===== config.mk =====
export PLATFORM = sky130hd
export DESIGN_NAME = rtc_edit_sequencer_flat
export DESIGN_NICKNAME = d
export VERILOG_FILES = /design/src/rtl/rtc_pkg.sv /design/src/rtl/rtc_edit_sequencer_if.sv /design/src/rtl/btn_sync_edge.sv /design/src/rtl/rtc_edit_sequencer.sv /design/src/flat_wrapper.sv
export SDC_FILE = /design/constraint.sdc
export NUM_CORES = 1
export LEC_CHECK = 0
export ABC_AREA = 1
export BUFFER_PORTS_ARGS = -buffer_cell sky130_fd_sc_hd__buf_2
export CORE_ASPECT_RATIO = 0.75
export CORE_MARGIN = 5
export CORE_UTILIZATION = 40
export CTS_CLUSTER_SIZE = 14
export DETAILED_ROUTE_END_ITERATION = 16
export SYNTH_ARGS = -nofsm -noshare
export SYNTH_HDL_FRONTEND = slang
export SYNTH_HIERARCHICAL = 1
export SYNTH_SLANG_ARGS = --single-unit

===== constraint.sdc =====
create_clock -name clk -period 4.6 [get_ports clk]
set_input_delay 0.46 -clock clk [delete_from_list [all_inputs] [get_ports clk]]
set_output_delay 0.46 -clock clk [all_outputs]
set_load 0.01 [all_outputs]

===== src/rtl/rtc_pkg.sv =====
// Shared definitions for the RTC configuration datapath:
// field codes, edit-FSM state encoding and default timing constants.
package rtc_pkg;

    localparam logic [3:0] FIELD_NONE  = 4'd0;
    localparam logic [3:0] FIELD_SEC   = 4'd1;
    localparam logic [3:0] FIELD_MIN   = 4'd2;
    localparam logic [3:0] FIELD_HOUR  = 4'd3;
    localparam logic [3:0] FIELD_TSEC  = 4'd4;
    localparam logic [3:0] FIELD_TMIN  = 4'd5;
    localparam logic [3:0] FIELD_DAY   = 4'd6;
    localparam logic [3:0] FIELD_MONTH = 4'd7;
    localparam logic [3:0] FIELD_YEAR  = 4'd8;
    localparam logic [3:0] FIELD_THOUR = 4'd9;

    typedef enum logic [1:0] {
        ST_RUN    = 2'd0,
        ST_EDIT   = 2'd1,
        ST_COMMIT = 2'd2
    } edit_state_t;

    localparam int unsigned DEF_NUM_FIELDS    = 9;
    localparam int unsigned DEF_REPEAT_DELAY  = 50_000_000;
    localparam int unsigned DEF_REPEAT_PERIOD = 25_000_000;
    localparam int unsigned DEF_TIMEOUT       = 1_000_000_000;

    function automatic logic [3:0] field_next(input logic [3:0] f, input int unsigned n);
        return (f >= 4'(n)) ? FIELD_SEC : f + 4'd1;
    endfunction

    function automatic logic [3:0] field_prev(input logic [3:0] f, input int unsigned n);
        return (f <= FIELD_SEC) ? 4'(n) : f - 4'd1;
    endfunction

endpackage


===== src/rtl/rtc_edit_sequencer_if.sv =====
// Button, commit-handshake and field-control signals between the board/RTC
// write controller and the edit sequencer.
interface rtc_edit_sequencer_if;
    logic       btn_cfg;
    logic       btn_left;
    logic       btn_right;
    logic       btn_up;
    logic       btn_down;
    logic       commit_ack;
    logic [3:0] field_sel;
    logic       step_up;
    logic       step_down;
    logic       edit_active;
    logic       commit_req;

    modport master (
        input  btn_cfg, btn_left, btn_right, btn_up, btn_down, commit_ack,
        output field_sel, step_up, step_down, edit_active, commit_req
    );

    modport slave (
        output btn_cfg, btn_left, btn_right, btn_up, btn_down, commit_ack,
        input  field_sel, step_up, step_down, edit_active, commit_req
    );
endinterface


===== src/rtl/btn_sync_edge.sv =====
// Two-flop synchronizer for a raw push-button level followed by a registered
// rising-edge detector; level and rise are aligned to the same cycle.
module btn_sync_edge (
    input  logic clk,
    input  logic reset,
    input  logic btn,
    output logic level,
    output logic rise
);
    logic meta;
    logic sync;

    always_ff @(posedge clk or posedge reset) begin
        if (reset) begin
            meta  <= 1'b0;
            sync  <= 1'b0;
            level <= 1'b0;
            rise  <= 1'b0;
        end else begin
            meta  <= btn;
            sync  <= meta;
            level <= sync;
            rise  <= sync & ~level;
        end
    end
endmodule


===== src/rtl/rtc_edit_sequencer.sv =====
// Edit-mode sequencer: button decoding, field selection, up/down step pulses
// with auto-repeat, inactivity timeout and commit handshake.
module rtc_edit_sequencer
    import rtc_pkg::*;
#(
    parameter int unsigned NUM_FIELDS    = DEF_NUM_FIELDS,
    parameter int unsigned REPEAT_DELAY  = DEF_REPEAT_DELAY,
    parameter int unsigned REPEAT_PERIOD = DEF_REPEAT_PERIOD,
    parameter int unsigned TIMEOUT       = DEF_TIMEOUT
) (
    input logic                 clk,
    input logic                 reset,
    rtc_edit_sequencer_if.master io
);
    localparam int unsigned RW = $clog2(REPEAT_DELAY + 1);
    localparam int unsigned IW = $clog2(TIMEOUT + 1);

    logic cfg_lvl, left_lvl, right_lvl, up_lvl, dn_lvl;
    logic cfg_r, left_r, right_r, up_r, dn_r;

    btn_sync_edge u_cfg   (.clk(clk), .reset(reset), .btn(io.btn_cfg),   .level(cfg_lvl),   .rise(cfg_r));
    btn_sync_edge u_left  (.clk(clk), .reset(reset), .btn(io.btn_left),  .level(left_lvl),  .rise(left_r));
    btn_sync_edge u_right (.clk(clk), .reset(reset), .btn(io.btn_right), .level(right_lvl), .rise(right_r));
    btn_sync_edge u_up    (.clk(clk), .reset(reset), .btn(io.btn_up),    .level(up_lvl),    .rise(up_r));
    btn_sync_edge u_down  (.clk(clk), .reset(reset), .btn(io.btn_down),  .level(dn_lvl),    .rise(dn_r));

    logic unused;
    assign unused = &{1'b0, cfg_lvl, left_lvl, right_lvl};

    edit_state_t   state, state_nx;
    logic [3:0]    field_q, field_nx;
    logic          step_up_q, step_up_nx, step_dn_q, step_dn_nx;
    logic          edit_q, req_q;
    logic [RW-1:0] rep_cnt, rep_nx;
    logic          rpt, rpt_nx, held, held_nx, held_up, held_up_nx;
    logic [IW-1:0] idle_cnt, idle_nx;
    logic          field_move, fire, up_only, dn_only, any_rise;

    always_comb begin
        state_nx   = state;
        field_nx   = field_q;
        field_move = 1'b0;
        any_rise   = cfg_r | left_r | right_r | up_r | dn_r;
        unique case (state)
            ST_RUN: begin
                field_nx = FIELD_NONE;
                if (cfg_r) begin
                    state_nx = ST_EDIT;
                    field_nx = FIELD_SEC;
                end
            end
            ST_EDIT: begin
                if (cfg_r || idle_cnt == IW'(TIMEOUT - 1)) begin
                    state_nx = ST_COMMIT;
                    field_nx = FIELD_NONE;
                end else if (right_r && !left_r) begin
                    field_nx   = field_next(field_q, NUM_FIELDS);
                    field_move = 1'b1;
                end else if (left_r && !right_r) begin
                    field_nx   = field_prev(field_q, NUM_FIELDS);
                    field_move = 1'b1;
                end
            end
            ST_COMMIT: begin
                field_nx = FIELD_NONE;
                if (io.commit_ack) state_nx = ST_RUN;
            end
            default: begin
                state_nx = ST_RUN;
                field_nx = FIELD_NONE;
            end
        endcase
    end

    // One repeat counter shared by both directions; a direction change without
    // an intervening release is treated as a fresh press.
    always_comb begin
        up_only    = up_lvl & ~dn_lvl;
        dn_only    = dn_lvl & ~up_lvl;
        fire       = 1'b0;
        rep_nx     = rep_cnt;
        rpt_nx     = rpt;
        held_nx    = held;
        held_up_nx = held_up;
        if (state != ST_EDIT || state_nx != ST_EDIT || !(up_only || dn_only)) begin
            rep_nx  = '0;
            rpt_nx  = 1'b0;
            held_nx = 1'b0;
        end else if (!field_move) begin
            if (!held || held_up != up_only) begin
                fire       = 1'b1;
                rep_nx     = '0;
                rpt_nx     = 1'b0;
                held_nx    = 1'b1;
                held_up_nx = up_only;
            end else if ((!rpt && rep_cnt == RW'(REPEAT_DELAY - 1)) ||
                         ( rpt && rep_cnt == RW'(REPEAT_PERIOD - 1))) begin
                fire   = 1'b1;
                rep_nx = '0;
                rpt_nx = 1'b1;
            end else begin
                rep_nx = rep_cnt + RW'(1);
            end
        end
        step_up_nx = fire & up_only;
        step_dn_nx = fire & dn_only;

        idle_nx = idle_cnt;
        if (state != ST_EDIT || any_rise || fire) idle_nx = '0;
        else if (idle_cnt != IW'(TIMEOUT - 1)) idle_nx = idle_cnt + IW'(1);
    end

    always_ff @(posedge clk or posedge reset) begin
        if (reset) begin
            state     <= ST_RUN;
            field_q   <= FIELD_NONE;
            step_up_q <= 1'b0;
            step_dn_q <= 1'b0;
            edit_q    <= 1'b0;
            req_q     <= 1'b0;
            rep_cnt   <= '0;
            rpt       <= 1'b0;
            held      <= 1'b0;
            held_up   <= 1'b0;
            idle_cnt  <= '0;
        end else begin
            state     <= state_nx;
            field_q   <= field_nx;
            step_up_q <= step_up_nx;
            step_dn_q <= step_dn_nx;
            edit_q    <= (state_nx != ST_RUN);
            req_q     <= (state_nx == ST_COMMIT);
            rep_cnt   <= rep_nx;
            rpt       <= rpt_nx;
            held      <= held_nx;
            held_up   <= held_up_nx;
            idle_cnt  <= idle_nx;
        end
    end

    assign io.field_sel   = field_q;
    assign io.step_up     = step_up_q;
    assign io.step_down   = step_dn_q;
    assign io.edit_active = edit_q;
    assign io.commit_req  = req_q;
endmodule


===== src/flat_wrapper.sv =====
// flat-port wrapper written by rule: the top's interface ports become plain ports
module rtc_edit_sequencer_flat import rtc_pkg::*;
#(
    parameter int unsigned NUM_FIELDS    = DEF_NUM_FIELDS,
    parameter int unsigned REPEAT_DELAY  = DEF_REPEAT_DELAY,
    parameter int unsigned REPEAT_PERIOD = DEF_REPEAT_PERIOD,
    parameter int unsigned TIMEOUT       = DEF_TIMEOUT
)
  (clk, reset, io_btn_cfg, io_btn_left, io_btn_right, io_btn_up, io_btn_down, io_commit_ack, io_field_sel, io_step_up, io_step_down, io_edit_active, io_commit_req);
  rtc_edit_sequencer_if io_i ();
  input logic clk;
  input logic reset;
  input wire logic [$bits(io_i.btn_cfg)-1:0] io_btn_cfg;
  input wire logic [$bits(io_i.btn_left)-1:0] io_btn_left;
  input wire logic [$bits(io_i.btn_right)-1:0] io_btn_right;
  input wire logic [$bits(io_i.btn_up)-1:0] io_btn_up;
  input wire logic [$bits(io_i.btn_down)-1:0] io_btn_down;
  input wire logic [$bits(io_i.commit_ack)-1:0] io_commit_ack;
  output wire logic [$bits(io_i.field_sel)-1:0] io_field_sel;
  output wire logic [$bits(io_i.step_up)-1:0] io_step_up;
  output wire logic [$bits(io_i.step_down)-1:0] io_step_down;
  output wire logic [$bits(io_i.edit_active)-1:0] io_edit_active;
  output wire logic [$bits(io_i.commit_req)-1:0] io_commit_req;
  assign io_i.btn_cfg = io_btn_cfg;
  assign io_i.btn_left = io_btn_left;
  assign io_i.btn_right = io_btn_right;
  assign io_i.btn_up = io_btn_up;
  assign io_i.btn_down = io_btn_down;
  assign io_i.commit_ack = io_commit_ack;
  assign io_field_sel = io_i.field_sel;
  assign io_step_up = io_i.step_up;
  assign io_step_down = io_i.step_down;
  assign io_edit_active = io_i.edit_active;
  assign io_commit_req = io_i.commit_req;
  rtc_edit_sequencer #(.NUM_FIELDS(NUM_FIELDS), .REPEAT_DELAY(REPEAT_DELAY), .REPEAT_PERIOD(REPEAT_PERIOD), .TIMEOUT(TIMEOUT)) u_core (.clk(clk), .reset(reset), .io(io_i));
endmodule

==> flow_metrics.py <==
metrics = {
    "clock_network": {
        "post_cts_buffers": 0,
        "cts.sinks": 89,
        "ctsLongestPathBuffers": 2,
        "post_cts_resized": 0,
        "numCtsBuffers": 9,
        "cts_htree_levels": 3,
        "clk_pin_slew_ps": 70,
        "insertion_delay_ps": 340,
        "ctsHoldBuffers": 0,
        "root_buffer": "clkbuf_16",
        "cts_tree": "yes",
    },
    "timing": {
        "fin_skew_ps": 10.5,
        "setup_viol": 0,
        "fin_ws_ps": 2250,
        "slew_headroom_pct": 38.9,
        "slew_viol_final": 0,
        "period_share_pct": 51.1,
        "grt_setup_unrepaired": "false",
        "fin_tns_setup_ps": 0,
        "worst_slew_pin_slew_ps": 915,
        "hold_viol": 0,
        "hold-worst-slack_ps": 35.3,
        "finalCriticalPeriod_ps": 2350,
        "max_freq_ghz": 0.426,
    },
    "yosys": {
        "ys_ff_latch": 89,
        "syn_avg_cell_area_sq_um": 7.73,
        "synth_top_cells_by_area": "dfrtp_1 (46%), nand2_1 (9.1%), nor2_1 (7.6%)",
        "synthFlopType": "dfrtp_1",
        "ys_types": 38,
        "synth_area_leader_cell": "dfrtp_1",
        "syn_inst": 629,
        "synth_top_area_share_pct": 45.8,
        "synth_seq_area_share_pct": 45.8,
        "async_flop_share_pct": 100,
        "syn_nets": 646,
        "synth_edf_count": 0,
        "synth_area_sq_um": 4860,
        "yosysWarnings": 6,
    },
    "worst_setup_path": {
        "required_ps": 4880,
        "crit_start": "u_core/idle_cnt[0]",
        "cp.arrival_ps": 2620,
        "r2r-start": "u_core/idle_cnt[0]",
        "worstPathMaxFanout": 14,
        "reg2reg_slack_ps": 2250,
        "crit_type": "register to register",
        "r2r_cells": 14,
        "cp-end-kind": "register",
        "start_kind": "register",
    },
    "finish": {
        "fin_nets": 663,
        "drive_gt1_share_pct": 9.83,
        "fin_area_sq_um": 5390,
        "antenna_cells": 0,
        "fin_util_pct": 45.9,
        "syn_to_final_growth_pct": 10.8,
        "final_cells": 813,
        "layout_common_cells": "nand2_1 (118), nor2_1 (98), dfrtp_1 (89)",
        "final_common_cell": "nand2_1",
    },
    "global_routing": {
        "grt-ovfl-total": 0,
        "antenna_found_initial": 0,
        "grt_pass1_wl_mm": 19.0,
        "grt.total_usage_pct": 16.1,
        "grt_max_degree": 43,
        "grt_pass1_vias": 3953,
    },
    "floorplanning": {
        "core_sq_um": 11700,
        "start_util_pct": 41.4,
        "die_w_um": 137,
        "die_area_sq_um": 14500,
        "fp.dieH_um": 106,
        "pin_count": 16,
        "fp-row-count": 34,
    },
    "power_and_ir_drop": {
        "cellLeakagePower_nw": 2.29,
        "irDropWorstVdd_v": 0.000206,
        "total_power_mw": 1.79,
        "power_density_nw_per_um2": 332,
    },
    "min_path": {
        "hp-class": "primary input to async pin",
    },
    "status": {
        "status": "complete, no violations",
    },
    "flow_run": {
        "cap_violations": 0,
    },
    "placement": {
        "dpl_worst_slack_ps": 2260,
        "portBuffers": 15,
        "dp_hpwl_mm": 8.38,
        "dp_cells": 797,
        "gp_congestion": 0.946,
        "dpl_cell_area_sq_um": 5100,
    },
    "drt": {
        "drc": 0,
        "drt_iter0_markers": 447,
        "routed_wl_mm": 11.1,
        "wl_per_cell_um": 13.6,
        "detail-route-antenna-nets": 0,
        "num_vias": 4161,
        "drt-pass1-iter-count": 5,
        "viasPerCell": 5.12,
    },
}
-- worst paths after layout --
kind	to
min in group clk	u_core/u_right/meta
setup reg to reg	u_core/rep_cnt[7]
max in group asynchronous	u_core/rep_cnt[17]
hold / removal	u_core/u_left/rise
setup / recovery	u_core/rep_cnt[7]
hold reg to reg	u_core/u_up/sync
-- logic make-up after synthesis --
logic type | share of synthesized area (%)
adders and majority gates | 2.31
xor gates and xnor gates | 3.78
and+or+nand+nor | 33.5
AOI/OAI and AO/OA | 6.76
buffers and inverters | 7.90
DFF | 45.8
-- worst max-delay path: stages (launching register included) --
cell and delay, ps:
dfrtp_1 410, ha_1 230, inv_1 60, nor2_1 50
nand2_1 110, nor2_2 70, nand2_4 130, nand2_4 70
nor2_4 120, nand2_4 90, nor2_2 440, nor2_2 190
inv_2 150, nand2_1 70, nor2_1 100
-- power by group --
| group | switching, mW | leakage (nW) | total, mW | internal (mW) |
|---|---|---|---|---|
| Combinational | 0.157 | 0.956 | 0.226 | 0.0684 |
| Clock | 0.330 | 0.142 | 0.723 | 0.393 |
| Sequential | 0.0251 | 1.20 | 0.840 | 0.815 |
| Total | 0.513 | 2.29 | 1.79 | 1.28 |
-- synth_stat cells (all sizes together) (2+ instances only) --
master and instances:
nor3b 5, ha 9, xor2 18, o31ai 2, clkbuf 4, o21ai 18, nand3b 2, and3 2
a31oi 2, o22ai 3, a21oi 21, xnor2 3, nand2 125, inv 88, a211oi 5, dfrtp 89
nor4 2, nor2 112, nand4 13, o21bai 2, buf 6, nor3 50, nand3 44
-- layout make-up --
| type | instances | area, sq um |
|---|---|---|
| Timing Repair Buffer | 16 | 82.6 |
| Tap cell | 162 | 203 |
| Clock inverter | 6 | 53.8 |
| Clock buffer | 10 | 239 |
| Multi-Input combinational cell | 442 | 2250 |
| Sequential cell | 89 | 2230 |
| Inverter | 88 | 330 |
| Fill cell | 1158 | 6350 |
-- state kept, by name, indices dropped and copies added (netlist names), 2 cells and up --
register / cells
u_core/state: 2
u_core/io.field_sel: 4
u_core/rep_cnt: 26
u_core/idle_cnt: 30
-- routing by layer --
layer / GRT usage (%) / vias to the layer above / share of wire (%) / wire length, um
met3: 3.57 / 16 / 5.8 / 638
met2: 24.0 / 125 / 43 / 4720
met5: 0 / - / 0 / 0
li1: - / 2063 / - / -
met4: 4.63 / 0 / 1.3 / 147
met1: 23.4 / 1957 / 50 / 5590
Power figures use the tool's default switching activity.
